### src/rtl/datapath_pkg.sv
// Shared opcode encoding and signed range / narrowing helpers for the datapath pipe.
package datapath_pkg;

  typedef enum logic [2:0] {
    OP_ADD  = 3'b000,
    OP_SUB  = 3'b001,
    OP_AND  = 3'b010,
    OP_OR   = 3'b011,
    OP_XOR  = 3'b100,
    OP_MAC  = 3'b101,
    OP_ACLR = 3'b110,
    OP_PASS = 3'b111
  } opcode_t;

  // Working width for range checks; must cover the accumulator width.
  localparam int unsigned MAX_W = 128;

  // Largest signed value representable in n bits.
  function automatic logic signed [MAX_W-1:0] range_hi(input int unsigned n);
    return (MAX_W'(1) <<< (n - 1)) - MAX_W'(1);
  endfunction

  // Smallest signed value representable in n bits.
  function automatic logic signed [MAX_W-1:0] range_lo(input int unsigned n);
    return -range_hi(n) - MAX_W'(1);
  endfunction

  // True when value does not fit an n-bit signed result.
  function automatic logic out_of_range(input logic signed [MAX_W-1:0] value,
                                        input int unsigned n);
    return (value > range_hi(n)) || (value < range_lo(n));
  endfunction

  // Clamp to the n-bit signed range when sat is set; caller keeps the low n bits.
  function automatic logic signed [MAX_W-1:0] sat_narrow(input logic signed [MAX_W-1:0] value,
                                                         input int unsigned n,
                                                         input logic sat);
    logic signed [MAX_W-1:0] res;
    res = value;
    if (sat && (value > range_hi(n))) begin
      res = range_hi(n);
    end else if (sat && (value < range_lo(n))) begin
      res = range_lo(n);
    end
    return res;
  endfunction

endpackage

### src/rtl/datapath_alu_core.sv
// Combinational N-bit ADD/SUB/logic/PASS unit with carry, overflow and exact result.
module datapath_alu_core
  import datapath_pkg::*;
#(
  parameter int unsigned N = 16
) (
  input  logic [N-1:0] a,
  input  logic [N-1:0] b,
  input  opcode_t      op,
  output logic [N:0]   res_c,
  output logic         co_c,
  output logic         ovf_c
);

  localparam int unsigned W1 = N + 1;

  logic         sub;
  logic [N-1:0] b_x;
  logic [N:0]   sum_u;
  logic [N:0]   sum_s;

  // SUB reuses the adder as A + ~B + 1; sum_s is the exact (N+1)-bit signed result.
  always_comb begin
    sub   = (op == OP_SUB);
    b_x   = sub ? ~b : b;
    sum_u = {1'b0, a} + {1'b0, b_x} + W1'(sub);
    sum_s = {a[N-1], a} + {b_x[N-1], b_x} + W1'(sub);
    res_c = '0;
    co_c  = 1'b0;
    ovf_c = 1'b0;
    unique case (op)
      OP_ADD, OP_SUB: begin
        res_c = sum_s;
        co_c  = sum_u[N];
        ovf_c = (a[N-1] == b_x[N-1]) && (sum_u[N-1] != a[N-1]);
      end
      OP_AND:  res_c = {a[N-1] & b[N-1], a & b};
      OP_OR:   res_c = {a[N-1] | b[N-1], a | b};
      OP_XOR:  res_c = {a[N-1] ^ b[N-1], a ^ b};
      OP_PASS: res_c = {a[N-1], a};
      default: res_c = '0;
    endcase
  end

endmodule

### src/rtl/datapath_pipe.sv
// Two-stage pipelined signed datapath with MAC accumulator, optional saturation and valid/ready.
module datapath_pipe
  import datapath_pkg::*;
#(
  parameter int unsigned N     = 16,
  parameter int unsigned ACC_W = 2 * N + 8,
  parameter bit          SAT   = 1'b0
) (
  input  logic         clk,
  input  logic         rst,
  input  logic         in_valid,
  output logic         in_ready,
  input  logic [N-1:0] A,
  input  logic [N-1:0] B,
  input  logic [2:0]   opcode,
  output logic         out_valid,
  input  logic         out_ready,
  output logic [N-1:0] Y,
  output logic         co,
  output logic         ovf,
  output logic         zero
);

  localparam int unsigned PROD_W = 2 * N;

  // Stage 1: captured operands plus accumulator snapshot for MAC/ACLR
  logic             s1_valid_q, s1_valid_d;
  logic [N-1:0]     s1_a_q, s1_a_d;
  logic [N-1:0]     s1_b_q, s1_b_d;
  opcode_t          s1_op_q, s1_op_d;
  logic [ACC_W-1:0] s1_acc_q, s1_acc_d;
  logic [ACC_W-1:0] acc_q, acc_d;

  // Stage 2: output register
  logic             out_valid_q, out_valid_d;
  logic [N-1:0]     y_q, y_d;
  logic             co_q, co_d;
  logic             ovf_q, ovf_d;
  logic             zero_q, zero_d;

  logic                      advance_c;
  logic                      accept_c;
  logic signed [PROD_W-1:0]  prod_c;
  logic [ACC_W-1:0]          acc_mac_c;
  logic [N:0]                alu_res_c;
  logic                      alu_co_c;
  logic                      alu_ovf_c;
  logic signed [MAX_W-1:0]   wide_c;
  logic signed [MAX_W-1:0]   narrowed_c;
  logic [N-1:0]              y_n_c;
  logic                      co_n_c;
  logic                      ovf_n_c;
  logic                      unused_narrow_hi;

  assign advance_c = !out_valid_q || out_ready;
  assign accept_c  = in_valid && advance_c;
  assign in_ready  = advance_c;

  // Signed product and accumulator sum; the accumulator wraps modulo 2^ACC_W.
  assign prod_c    = PROD_W'($signed(A)) * PROD_W'($signed(B));
  assign acc_mac_c = acc_q + ACC_W'(prod_c);

  datapath_alu_core #(.N(N)) u_alu (
    .a     (s1_a_q),
    .b     (s1_b_q),
    .op    (s1_op_q),
    .res_c (alu_res_c),
    .co_c  (alu_co_c),
    .ovf_c (alu_ovf_c)
  );

  // Stage-2 result select, range flag and narrowing; flags use the unclamped value.
  always_comb begin
    wide_c  = MAX_W'($signed(alu_res_c));
    co_n_c  = alu_co_c;
    ovf_n_c = alu_ovf_c;
    if ((s1_op_q == OP_MAC) || (s1_op_q == OP_ACLR)) begin
      wide_c  = MAX_W'($signed(s1_acc_q));
      co_n_c  = 1'b0;
      ovf_n_c = out_of_range(wide_c, N);
    end
    narrowed_c = sat_narrow(wide_c, N, SAT);
    y_n_c      = narrowed_c[N-1:0];
  end

  assign unused_narrow_hi = ^narrowed_c[MAX_W-1:N];

  // Next state: everything moves only on advance; the accumulator only on accept.
  always_comb begin
    s1_valid_d  = s1_valid_q;
    s1_a_d      = s1_a_q;
    s1_b_d      = s1_b_q;
    s1_op_d     = s1_op_q;
    s1_acc_d    = s1_acc_q;
    acc_d       = acc_q;
    out_valid_d = out_valid_q;
    y_d         = y_q;
    co_d        = co_q;
    ovf_d       = ovf_q;
    zero_d      = zero_q;
    if (advance_c) begin
      s1_valid_d  = in_valid;
      out_valid_d = s1_valid_q;
      if (accept_c) begin
        s1_a_d   = A;
        s1_b_d   = B;
        s1_op_d  = opcode_t'(opcode);
        s1_acc_d = acc_q;
        if (opcode_t'(opcode) == OP_MAC) begin
          s1_acc_d = acc_mac_c;
          acc_d    = acc_mac_c;
        end else if (opcode_t'(opcode) == OP_ACLR) begin
          acc_d = '0;
        end
      end
      if (s1_valid_q) begin
        y_d    = y_n_c;
        co_d   = co_n_c;
        ovf_d  = ovf_n_c;
        zero_d = (y_n_c == '0);
      end
    end
  end

  // Pipeline and accumulator registers with synchronous reset.
  always_ff @(posedge clk) begin
    if (rst) begin
      s1_valid_q  <= 1'b0;
      s1_a_q      <= '0;
      s1_b_q      <= '0;
      s1_op_q     <= OP_ADD;
      s1_acc_q    <= '0;
      acc_q       <= '0;
      out_valid_q <= 1'b0;
      y_q         <= '0;
      co_q        <= 1'b0;
      ovf_q       <= 1'b0;
      zero_q      <= 1'b0;
    end else begin
      s1_valid_q  <= s1_valid_d;
      s1_a_q      <= s1_a_d;
      s1_b_q      <= s1_b_d;
      s1_op_q     <= s1_op_d;
      s1_acc_q    <= s1_acc_d;
      acc_q       <= acc_d;
      out_valid_q <= out_valid_d;
      y_q         <= y_d;
      co_q        <= co_d;
      ovf_q       <= ovf_d;
      zero_q      <= zero_d;
    end
  end

  assign out_valid = out_valid_q;
  assign Y         = y_q;
  assign co        = co_q;
  assign ovf       = ovf_q;
  assign zero      = zero_q;

endmodule

### config.mk
export PLATFORM = sky130hd
export DESIGN_NAME = datapath_pipe
export DESIGN_NICKNAME = d
export VERILOG_FILES = /design/src/rtl/datapath_pkg.sv /design/src/rtl/datapath_alu_core.sv /design/src/rtl/datapath_pipe.sv
export SDC_FILE = /design/constraint.sdc
export NUM_CORES = 1
export LEC_CHECK = 0
export ABC_AREA = 1
export ABC_CLOCK_PERIOD_IN_PS = 12200
export CAP_MARGIN = 20
export CORE_ASPECT_RATIO = 2
export CORE_MARGIN = 3
export CORE_UTILIZATION = 35
export DETAILED_ROUTE_END_ITERATION = 8
export DONT_BUFFER_PORTS = 1
export PLACE_DENSITY = 0.52
export SYNTH_ARGS = -nofsm -noshare
export SYNTH_HDL_FRONTEND = slang
export SYNTH_SLANG_ARGS = --single-unit
### constraint.sdc
create_clock -name clk -period 12.2 [get_ports clk]
set_input_delay 2.44 -clock clk [delete_from_list [all_inputs] [get_ports clk]]
set_output_delay 2.44 -clock clk [all_outputs]
set_load 0.005 [all_outputs]
==> results of run 1 <==
## Yosys cell counts (all sizes together), types with 22 or more instances
| cell type | n | share of area |
|---|---|---|
| ha | 170 | 0.11 |
| xor2 | 37 | 0.016 |
| nand4 | 22 | 0.0068 |
| dfxtp | 136 | 0.13 |
| a21oi | 267 | 0.066 |
| nand2 | 553 | 0.10 |
| nand3 | 74 | 0.019 |
| o21ai | 216 | 0.054 |
| inv | 669 | 0.12 |
| a31oi | 24 | 0.0074 |
| fa | 264 | 0.26 |
| o211ai | 24 | 0.0097 |
| nor2 | 140 | 0.026 |
| clkbuf | 100 | 0.019 |
## worst max-delay path: cells and delay by family
kind                     cells  cell delay (ps)
AND/OR/NAND/NOR              9             1860
buffers and inverters        7              840
XOR/XNOR                     1              240
AO/OA/AOI/OAI                8             1210
adder cells (fa/ha/maj)      8             3970
## per-stage QoR
step	setup WS, ps	utilization	instance area, µm²
after global routing	1460	0.374	21300
after CTS	1940	0.374	21300
after global placement	1520	0.363	20700
after floorplan	2800	-	20200
after detailed placement	1510	0.363	20700
final	1930	0.374	21300
## flip-flops by register name, indices dropped and copies added (netlist names)
name        count
Y              16
s1_a_q         16
ovf             1
s1_op_q         3
zero            1
s1_b_q         16
acc_q          40
co              1
s1_acc_q       40
s1_valid_q      1
out_valid       1
## cell families (layout without fill, tap and decap cells)
logic type      count (synthesis)  in the layout  share of synthesized area
simple gates                  837            837                      0.170
buf+inv                       788            708                      0.149
compound gates                583            583                      0.159
fa+ha+maj                     434            434                      0.367
flops                         136            136                      0.135
xor+xnor                       49             49                     0.0212
## path summary, 6_finish.rpt
path,startpoint,endpoint,depth (start not counted)
worst min register to register,s1_valid_q,s1_valid_q,2
worst min-delay path,s1_valid_q,s1_valid_q,2
worst max register to register,s1_op_q[2],zero,16
worst max-delay path,B[15],acc_q[37],33
## layer usage
metal,vias to the layer above,wire length [µm]
li1,8562,-
met1,8697,23300
met2,468,39000
met3,198,1940
met4,0,5560
met5,-,0
## cells in the final DEF (no fill, tap or decap), types with 3 or more instances in the layout
master        n
nand3_2       3
o21ai_1       3
o211ai_1     21
a31oi_1      24
nor3_1       14
o21bai_1     17
clkinvlp_4    3
inv_2         6
xor2_1       37
a221oi_1      7
buf_4         7
clkbuf_16    17
xnor2_1      12
o21a_1        4
a211oi_1      4
or2_2        11
o211ai_2      3
ha_1        170
a21o_1        9
nand3_1      71
nor2_1      138
nor4_1        9
bufinv_16     3
clkinv_2      4
o21ai_0     212
fa_1        264
nand3b_1      7
nand2_1     548
dfxtp_1     136
inv_1       663
nand2_2       4
a21oi_1     266
nand4_1      22
## layout make-up
class / count / area, µm² / area share
multi-input cells: 1903 / 14500 / 0.680
flip-flops and latches: 136 / 2720 / 0.128
inverters: 669 / 2510 / 0.118
well taps: 756 / 946 / 0.0443
clock buffers: 20 / 447 / 0.0209
clock inverters: 12 / 150 / 0.00704
repair buffers: 7 / 52.6 / 0.00246
==> impl_metrics.json, run 1 <==
{
  "synth-seq-area-share": 0.135,
  "die_y_um": 346,
  "globalplace.congestion": 0.951,
  "antenna_cells": 0,
  "rows": 124,
  "drt_first_pass_iters": 7,
  "postCtsSetupBuffers": 0,
  "cts.sinks": 136,
  "crit_type": "input port to flop",
  "synth_edf_count": 0,
  "cts_buffer_depth": 2,
  "clk_pin_slew_worst_paths_ps": 60,
  "worstSetupEndpointType": "flop",
  "vias": 17925,
  "viasPerCell": 5.12,
  "whs_ps": 457,
  "grtUsageTotal": 0.233,
  "drt_wl_total_mm": 69.8,
  "drv_cap": 0,
  "io_pins": 60,
  "cts_tree": "yes",
  "critical_path.max_stage_delay_ps": 570,
  "avgSynthCellArea_um2": 7.15,
  "worstPathMaxFanout": 17,
  "postSynth.asyncResetShare": 0,
  "cts-htree-levels": 4,
  "drtIter0Drc": 971,
  "cts_made_buffers": 17,
  "min_period_over_period": 0.842,
  "fillers": 6197,
  "rrSetupSlack_ps": 8530,
  "slew-limit-headroom": 0.358,
  "ys_ff_latch": 136,
  "use_met2": 0.457,
  "grt.busiest_layer": "met2",
  "synth-main-ff-cell": "dfxtp_1",
  "port_buffers": 0,
  "grt_pass1_wl_mm": 109,
  "antenna_found_initial": 0,
  "overflow": 0,
  "grt_max_degree": 92,
  "gr-usage-met1": 0.223,
  "grt_pass1_vias": 19368,
  "use_met3": 0.0214,
  "drtAntennaViolNets": 0,
  "drc_errors": 0,
  "crit_required_ps": 12510,
  "setup_tns_ps": 0,
  "clk_latency_ps": 450,
  "yosys.cell_types.count": 47,
  "yosysWarningCount": 0,
  "finalMaxSlewViolations": 0,
  "cts_resized": 0,
  "hpwlAfterDp_mm": 56.4,
  "instances_no_fill": 3503,
  "synthCells": 2827,
  "final_layout_size_suffix_gt1_frac": 0.0280,
  "die_w_um": 176,
  "dpl.cell_count": 3471,
  "setup-violations-final": 0,
  "cpMostUsedCell": "inv_1",
  "core_area_um2": 57100,
  "syn-num-nets": 3300,
  "status": "complete, no violations",
  "postCtsHoldBufs": 0,
  "max_freq_mhz": 97.3,
  "nets": 3207,
  "worst_path_max_delay_cell": "fa_1",
  "period_needed_ps": 10270,
  "fin_skew_ps": 11.5,
  "wl_per_cell_um": 19.9,
  "cp.arrival_ps": 10580,
  "start_kind": "input port",
  "areaGrowthSynthToFinish_pct": 5.57,
  "hold_viol": 0,
  "worstMarginPinSlew_ps": 952,
  "synth_area_um2": 20200,
  "hp-class": "flop to flop",
  "start_util": 0.354,
  "die-area_um2": 60800,
  "rsz0062_at_grt": "false",
  "cts_root_buf": "clkbuf_16"
}
Power of run 1 is left out: the tool's default activity adds up to more than one toggle a clock period on the data nets, which glitch-free logic cannot reach.
==> run 2, diff against run 1 <==
- ABC_CLOCK_PERIOD_IN_PS: 12200 -> 8400
- PLACE_DENSITY: 0.52 -> 0.54
- clock period: 12.2 -> 8.4 ns (I/O delays scaled with it)
==> run 2 against run 1 <==
Effect of this change: via count is 6.2% higher; final cell count is 6.3% higher; critical endpoint is now acc_q[22]; utilization is 4.6 points higher; worst setup slack worse by 1700 ps; sequential share of layout area is 1.4 points lower; first-iteration DRC count is 4.8% lower; clock skew is 2.7 ps higher; sequential cell count stayed put; critical path depth is 2 lower; die area stayed put; routed wire length is 3.3% higher; largest cell class unchanged.
==> impl_metrics.json, run 2 (synthesized netlist as in run 1, its figures left out) <==
{
  "max_freq_mhz": 122,
  "hp-class": "flop to flop",
  "antenna_cells": 0,
  "core_area_um2": 57100,
  "cts_buffer_depth": 2,
  "nets": 3427,
  "rrSetupSlack_ps": 4140,
  "setup_ws_ps": 234,
  "drt_first_pass_iters": 7,
  "drtIter0Drc": 924,
  "rsz0062_at_grt": "true",
  "die_w_um": 176,
  "grt_pass1_wl_mm": 110,
  "cpMostUsedCell": "inv_1",
  "grt_max_degree": 92,
  "setup-violations-final": 0,
  "finish.utilization": 0.419,
  "worstPathMaxFanout": 17,
  "hpwlAfterDp_mm": 58.1,
  "critical_path.max_stage_delay_ps": 580,
  "die_y_um": 346,
  "crit_type": "input port to flop",
  "areaGrowthSynthToFinish_pct": 18.5,
  "min_period_over_period": 0.972,
  "r2r_start": "s1_op_q[2]",
  "instances_no_fill": 3723,
  "antenna_found_initial": 0,
  "worstMarginPinSlew_ps": 971,
  "start_util": 0.354,
  "crit_start": "A[5]",
  "cp.arrival_ps": 8470,
  "crit_required_ps": 8700,
  "rows": 124,
  "cts.sinks": 136,
  "finalMaxSlewViolations": 0,
  "status": "complete, no violations",
  "pre_cts_ws_ps": -896,
  "cts-htree-levels": 4,
  "grtUsageTotal": 0.235,
  "r2r_end": "zero",
  "period_needed_ps": 8170,
  "drt_wl_total_mm": 72.1,
  "worst_path_max_delay_cell": "fa_1",
  "crit_path_end": "acc_q[22]",
  "drtAntennaViolNets": 0,
  "start_kind": "input port",
  "vias": 19035,
  "clk_latency_ps": 450,
  "whs_ps": 465,
  "port_buffers": 0,
  "mostFrequentLayoutCells": "inv_1 (652), nand2_1 (523), fa_1 (257), a21oi_1 (233), buf_4 (223)",
  "fin_skew_ps": 14.2,
  "r2r_cells": 15,
  "grt_pass1_vias": 20234,
  "final_common_cell": "inv_1",
  "cts_root_buf": "clkbuf_16",
  "globalplace.congestion": 0.973,
  "cts_tree": "yes",
  "biggestRegsByFlops": "acc_q (40), s1_acc_q (40)",
  "wl_per_cell_um": 19.4,
  "drc_errors": 0,
  "io_pins": 60,
  "postCtsHoldBufs": 0,
  "dpl.cell_count": 3680,
  "final_layout_size_suffix_gt1_frac": 0.158,
  "cts_made_buffers": 17,
  "hold_viol": 0,
  "overflow": 0,
  "drv_cap": 0,
  "clk_pin_slew_worst_paths_ps": 60,
  "viasPerCell": 5.11,
  "die-area_um2": 60800,
  "slew-limit-headroom": 0.352,
  "worstSetupEndpointType": "flop"
}
[run 2: timing repair]
item / CTS / global route
endpoints found under the setup margin: 27 / 42
gates resized for setup: 21 / 197
setup buffers: 0 / 12
pin swaps: 2 / 80
[run 2: stage by stage]
stage	area [µm²]	TNS, ps
final	23900	0
after floorplan	20300	0
after global routing	23900	-945
after CTS	23100	-3.10
after global placement	22400	-19460
after detailed placement	22400	-20920
[run 2: how the worst min path moves through the flow]
stage                     startpoint          to  slack, ps  cells past startpoint
final                     s1_valid_q  s1_valid_q        470                      2
after global routing      s1_valid_q  s1_valid_q        480                      2
after CTS                 s1_valid_q  s1_valid_q        470                      2
after detailed placement  s1_valid_q  s1_valid_q        460                      2
after global placement    s1_valid_q  s1_valid_q        440                      2
after floorplan           s1_valid_q  s1_valid_q        440                      2
[run 2: cell type report]
cell class	count	area, µm²
Multi-Input combinational cell	1903	15400
Tap cell	756	946
Timing Repair Buffer	227	1750
Sequential cell	136	2720
Fill cell	5991	33200
Inverter	669	2520
Clock buffer	18	429
Clock inverter	14	221
[run 2: worst max-delay path, delay by kind of cell]
family / cells / cell delay (ps)
xor gates and xnor gates: 1 / 170
and+or+nand+nor: 5 / 790
AOI/OAI and AO/OA: 9 / 1360
buffers and inverters: 8 / 710
adders and majority gates: 8 / 3720
[run 2: metal layers]
metal  global-route usage  part of all wire  up-vias
met5                    0                 0        -
met4                0.166             0.087        0
met3               0.0225             0.034      253
met2                0.472              0.56      535
met1                0.212              0.32     9259
li1                     -                 -     8988
Power of run 2 is left out for the same reason.
==> patch 1: new RTL, flow settings as in run 1 <==
Change the parameter `SAT` from 1'b0 to 1'b1.
--- a/src/rtl/datapath_pipe.sv
+++ b/src/rtl/datapath_pipe.sv
@@ -5,5 +5,5 @@
   parameter int unsigned N     = 16,
   parameter int unsigned ACC_W = 2 * N + 8,
-  parameter bit          SAT   = 1'b0
+  parameter bit          SAT   = 1'b1
 ) (
   input  logic         clk,
Behaviour: not the same (Yosys sat finds a counterexample within 4 cycles, from zero or initial values and one cycle with rst high).
==> patch 1 against run 1 <==
- clock skew rose by 9.0 ps
- cell area is 0.29% lower
- register-to-register slack lost 1300 ps
- sequential cell count did not move
- routed wire length is 6.9% higher
- cell count fell by 2.3%
- synthesized cell count down 2.7%
- setup slack better by 290 ps
- sequential share of layout area about the same
- synthesized area is 0.41% lower
- first-iteration DRC count down 9.1%
- global-route usage grew 1.6 points
- critical endpoint is now acc_q[36]
- largest cell class unchanged
- highest routed layer is now met5
Power is not shown: default switching activity piles up to over one toggle a cycle in this logic, so the estimate is an artifact.
==> patch 1: results (changes against run 1) <==
Synth Area in Adders 0.368 (+0.00153); metal3 WL 3000 um (+54%); met1 Usage GRT 0.208 (-0.0148); first drt pass iteration count 6 (-1); Hold Crit Depth 2 (unchanged); Post-synth top cells inv_1 (619), nand2_1 (476), a21oi_1 (286), fa_1 (264), o21ai_0 (205); PostCTS Resize Cnt 0 (unchanged); Regs by FF count acc_q: 40 flops, s1_acc_q: 40 flops; Slowest Stage Delay on Critical Path 570 ps (about the same); Crit. Startpoint B[15]; vias in the first global route 19.7k (+1.8%); CP Data Arrival Time 10,290 ps (-290 ps); largest net degree at the start of global routing 82 (-11%); CTS buffer count 17 (unchanged); share of layout cells above drive strength 1 0.0363 (+0.00830); fillers 6,070 (-2.0%); placed insts 3,387 (-2.4%); Slew HR 0.128 (-0.230); met2 usage 0.482 (+0.0257); R2R Path End zero; Seq/Total Area, Yosys 0.135 (+0.000561); Reg clk slew, reported paths 60 ps (about the same); final setup fails 0 (unchanged); Met2 Wirelength 41,300 um (+5.9%); Fin Clk Skew 20.5 ps (+8.97 ps); wire per inst 21.8 um (+9.4%); hpwl dp 59,700 um (+5.8%); GRT Resource Usage Total 0.248 (+0.0156); Worst Setup EP acc_q[36]; mux contribution to synthesized area 0 (unchanged); routed via count 18.0k (+0.50%); Synth Flop Type dfxtp_1; worst r2r path cells 19 (+3); first-pass GRT wire length 113,000 um (+3.8%); status complete, no violations; ys async rst share 0 (unchanged); Distinct cells, synth 50 (+6.4%); synthesized area per cell 7.32 um2 (+2.3%); M3 GR Usage 0.0370 (+0.0156); later-pin clock latency in the skew report 450 ps (about the same); Starting DRT DRC Count 883 (-9.1%); post-synthesis compound-gate area fraction 0.170 (+0.0110); # nets final 3,131 (-2.4%); Syn Nets 3,224 (-2.3%); GPL Wtd Cong 1.04 (+9.6%); flop-to-flop setup slack 7250 ps (-1280 ps); fraction of synthesized cell area in xor and xnor cells 0.0248 (+0.00357); non-filler cells, final 3,421 (-2.3%); Worst R2R Start s1_op_q[2]; initial antenna violation count 2 (+2); H-tree depth 4 (unchanged); highest metal layer with signal wires met5; most area-consuming cells after synthesis fa_1 (26%), dfxtp_1 (14%), inv_1 (12%); met1 WL 22,200 um (-4.7%)
==> patch 1: cell types whose count changed after synthesis, sizes merged, moves of 6 or more <==
cell | run 1 | this run
a221oi | 9 | 18
nand2 | 553 | 490
a211oi | 6 | 17
o211ai | 24 | 11
inv | 669 | 626
nor2 | 140 | 129
clkbuf | 100 | 110
a22oi | 0 | 6
buf | 19 | 12
a21oi | 267 | 288
==> patch 1: cell type report <==
cell class                      count  share of cell area
Tap cell                          750              0.0441
Antenna cell                        1            0.000118
Inverter                          626               0.110
Sequential cell                   136               0.128
Clock buffer                       22              0.0223
Timing Repair Buffer               10             0.00353
Multi-Input combinational cell   1867               0.686
Clock inverter                      9             0.00541
==> patch 1: worst min path at each step <==
stage | from | endpoint | slack, ps
6_report | s1_valid_q | s1_valid_q | 470
5_1_grt | s1_valid_q | s1_valid_q | 500
4_1_cts | s1_valid_q | s1_valid_q | 470
3_5_place_dp | s1_valid_q | s1_valid_q | 460
3_3_place_gp | s1_valid_q | s1_valid_q | 450
2_1_floorplan | s1_valid_q | s1_valid_q | 440
==> patch 1: critical path: cells and delay by family <==
| family | cells | cell delay [ps] |
|---|---|---|
| buffers and inverters | 6 | 1020 |
| AOI/OAI and AO/OA | 5 | 900 |
| and+or+nand+nor | 10 | 1850 |
| adders and majority gates | 8 | 4040 |
==> patch 1: through the flow <==
| stage | area (um2) | setup slack [ps] | utilization | hold WS (ps) |
|---|---|---|---|---|
| after floorplan | 20100 | 2590 | - | 443 |
| after global placement | 20700 | 1890 | 0.365 | 451 |
| after detailed placement | 20700 | 1850 | 0.365 | 459 |
| after CTS | 21300 | 2310 | 0.375 | 469 |
| after global routing | 21300 | 1760 | 0.376 | 496 |
| final | 21300 | 2220 | 0.376 | 468 |
==> patch 2: new RTL, settings of run 1 <==
Made on the original files. Reset style: asynchronous (`rst`), changed in one clocked block. Comments in the files are not updated.
--- a/src/rtl/datapath_pipe.sv
+++ b/src/rtl/datapath_pipe.sv
@@ -124,5 +124,5 @@
 
   // Pipeline and accumulator registers with synchronous reset.
-  always_ff @(posedge clk) begin
+  always_ff @(posedge clk or posedge rst) begin
     if (rst) begin
       s1_valid_q  <= 1'b0;
Function: differs if rst is asserted again (counterexample within 4 cycles, from zero or initial values and one cycle with rst high); with rst held inactive, the same outputs for 4 cycles.
==> patch 2 against run 1 <==
- hold slack better by 17 ps
- sequential cell count stayed put
- non-clock buffer count is 1 lower
- setup slack better by 480 ps
- maximum frequency is 4.9% higher
- synthesized area is 3.6% higher
- first-iteration DRC count is 19% higher
- routed wire length is 6.1% higher
- cell area is 3.6% higher
- sequential share of layout area is 2.6 points higher
- critical path type unchanged
- highest routed layer unchanged
Power is not shown: default switching activity piles up to over one toggle a cycle in this logic, so the estimate is an artifact.
==> patch 2: results (changes against run 1) <==
status complete, no violations; PostCTS Resize Cnt 0 (unchanged); first drt pass iteration count 5 (-2); hpwl dp 60,100 um (+6.5%); Reg clk slew, reported paths 70 ps; CTS Buffer Depth 2 (unchanged); share of layout cells above drive strength 1 0.0387 (+0.0106); Fin Clk Skew 12.1 ps (+0.591 ps); port bufs 0 (unchanged); vias in the first global route 19.8k (+2.2%); yosys warns 0 (unchanged); Slowest Stage Delay on Critical Path 600 ps (+30 ps); GPL Wtd Cong 1.03 (+7.9%); # nets final 3,254 (+1.5%); ys async rst share 1.00 (+1.00); DP Worst Slack 1970 ps (+459 ps); Regs by FF count acc_q: 40 flops, s1_acc_q: 40 flops; CP Data Arrival Time 10,160 ps (-420 ps); fillers 6,294 (+1.6%); most area-consuming cells after synthesis fa_1 (25%), dfrtp_1 (16%), nand2_1 (12%); number of diodes 0 (unchanged); via density per instance 5.10 (-0.29%); largest net degree at the start of global routing 87 (-5.4%); Root Driver clkbuf_16; kind of path behind the tightest hold check reg -> reg; Syn Nets 3,334 (+1.0%); Least-Margin Pin Slew 915 ps (-36.9 ps); H-tree depth 4 (unchanged); later-pin clock latency in the skew report 460 ps; Distinct cells, synth 49 (+4.3%); Seq/Total Area, Yosys 0.163 (+0.0279); wire per inst 20.8 um (+4.4%); Starting DRT DRC Count 1,154 (+19%); EDFF count, synth 0 (unchanged); first-pass GRT wire length 113,000 um (+3.6%); Synth Flop Type dfrtp_1; Worst path slowest cell fa_1; worst-path fanout max 17 (unchanged); post-synth top area share 0.253 (-0.00899); Setup Fix Bufs, Post-CTS 0 (unchanged); Post-synth top cells nand2_1 (670), inv_1 (660), fa_1 (264), a21oi_1 (171), ha_1 (170); routed via count 18.2k (+1.4%); GRT Resource Usage Total 0.240 (+0.00690); CTS buffer count 17 (unchanged); initial antenna violation count 0 (unchanged)
-- patch 2: final timing paths --
check                           start      endpoint  slack (ps)  cells past startpoint
min                        s1_valid_q     out_valid         470                      2
max reg2reg                s1_op_q[1]          zero        7990                     18
max in group asynchronous         rst  s1_acc_q[23]        8930                      2
min in group asynchronous         rst          Y[1]        2020                      1
max                              B[6]     acc_q[28]        2400                     32
min reg2reg                s1_valid_q     out_valid         470                      2
-- patch 2: area by class of cell --
type | instances | area (um2) | area share
inverters | 675 | 2540 | 0.115
clock buffers | 17 | 425 | 0.0193
well taps | 768 | 961 | 0.0435
repair buffers | 6 | 45.0 | 0.00204
multi-input cells | 1945 | 14600 | 0.659
clock inverters | 14 | 154 | 0.00697
flip-flops and latches | 136 | 3400 | 0.154
-- patch 2: worst max-delay path: cells and delay by family --
family / cells / cell delay [ps]
buffers and inverters: 6 / 440
adders and majority gates: 8 / 3870
xor gates and xnor gates: 1 / 210
AOI/OAI and AO/OA: 7 / 1710
and+or+nand+nor: 10 / 1470
-- patch 2: routing by layer --
layer  global-route usage  vias to the layer above  wire length (um)
li1                     -                     8548                 -
met4                0.151                        0              5350
met2                0.476                      456             41800
met3               0.0270                      193              2230
met1                0.226                     8972             24700
met5                    0                        -                 0
-- patch 2: stage by stage --
stage | cells | instance area, um2 | util | hold slack, ps
after floorplan | 2861 | 20900 | - | 431
after global placement | 3530 | 21500 | 0.364 | 444
after detailed placement | 3530 | 21500 | 0.364 | 456
after CTS | 3561 | 22100 | 0.374 | 475
after global routing | 3561 | 22100 | 0.374 | 513
final | 3561 | 22100 | 0.374 | 474
-- patch 2: logic make-up (layout without fill, tap and decap cells) --
group / after synthesis / in the layout / synth area share
AOI/OAI and AO/OA: 449 / 449 / 0.120
xor gates and xnor gates: 52 / 52 / 0.0218
adders and majority gates: 434 / 434 / 0.354
buffers and inverters: 780 / 712 / 0.142
DFF: 136 / 136 / 0.163
and+or+nand+nor: 1010 / 1010 / 0.200
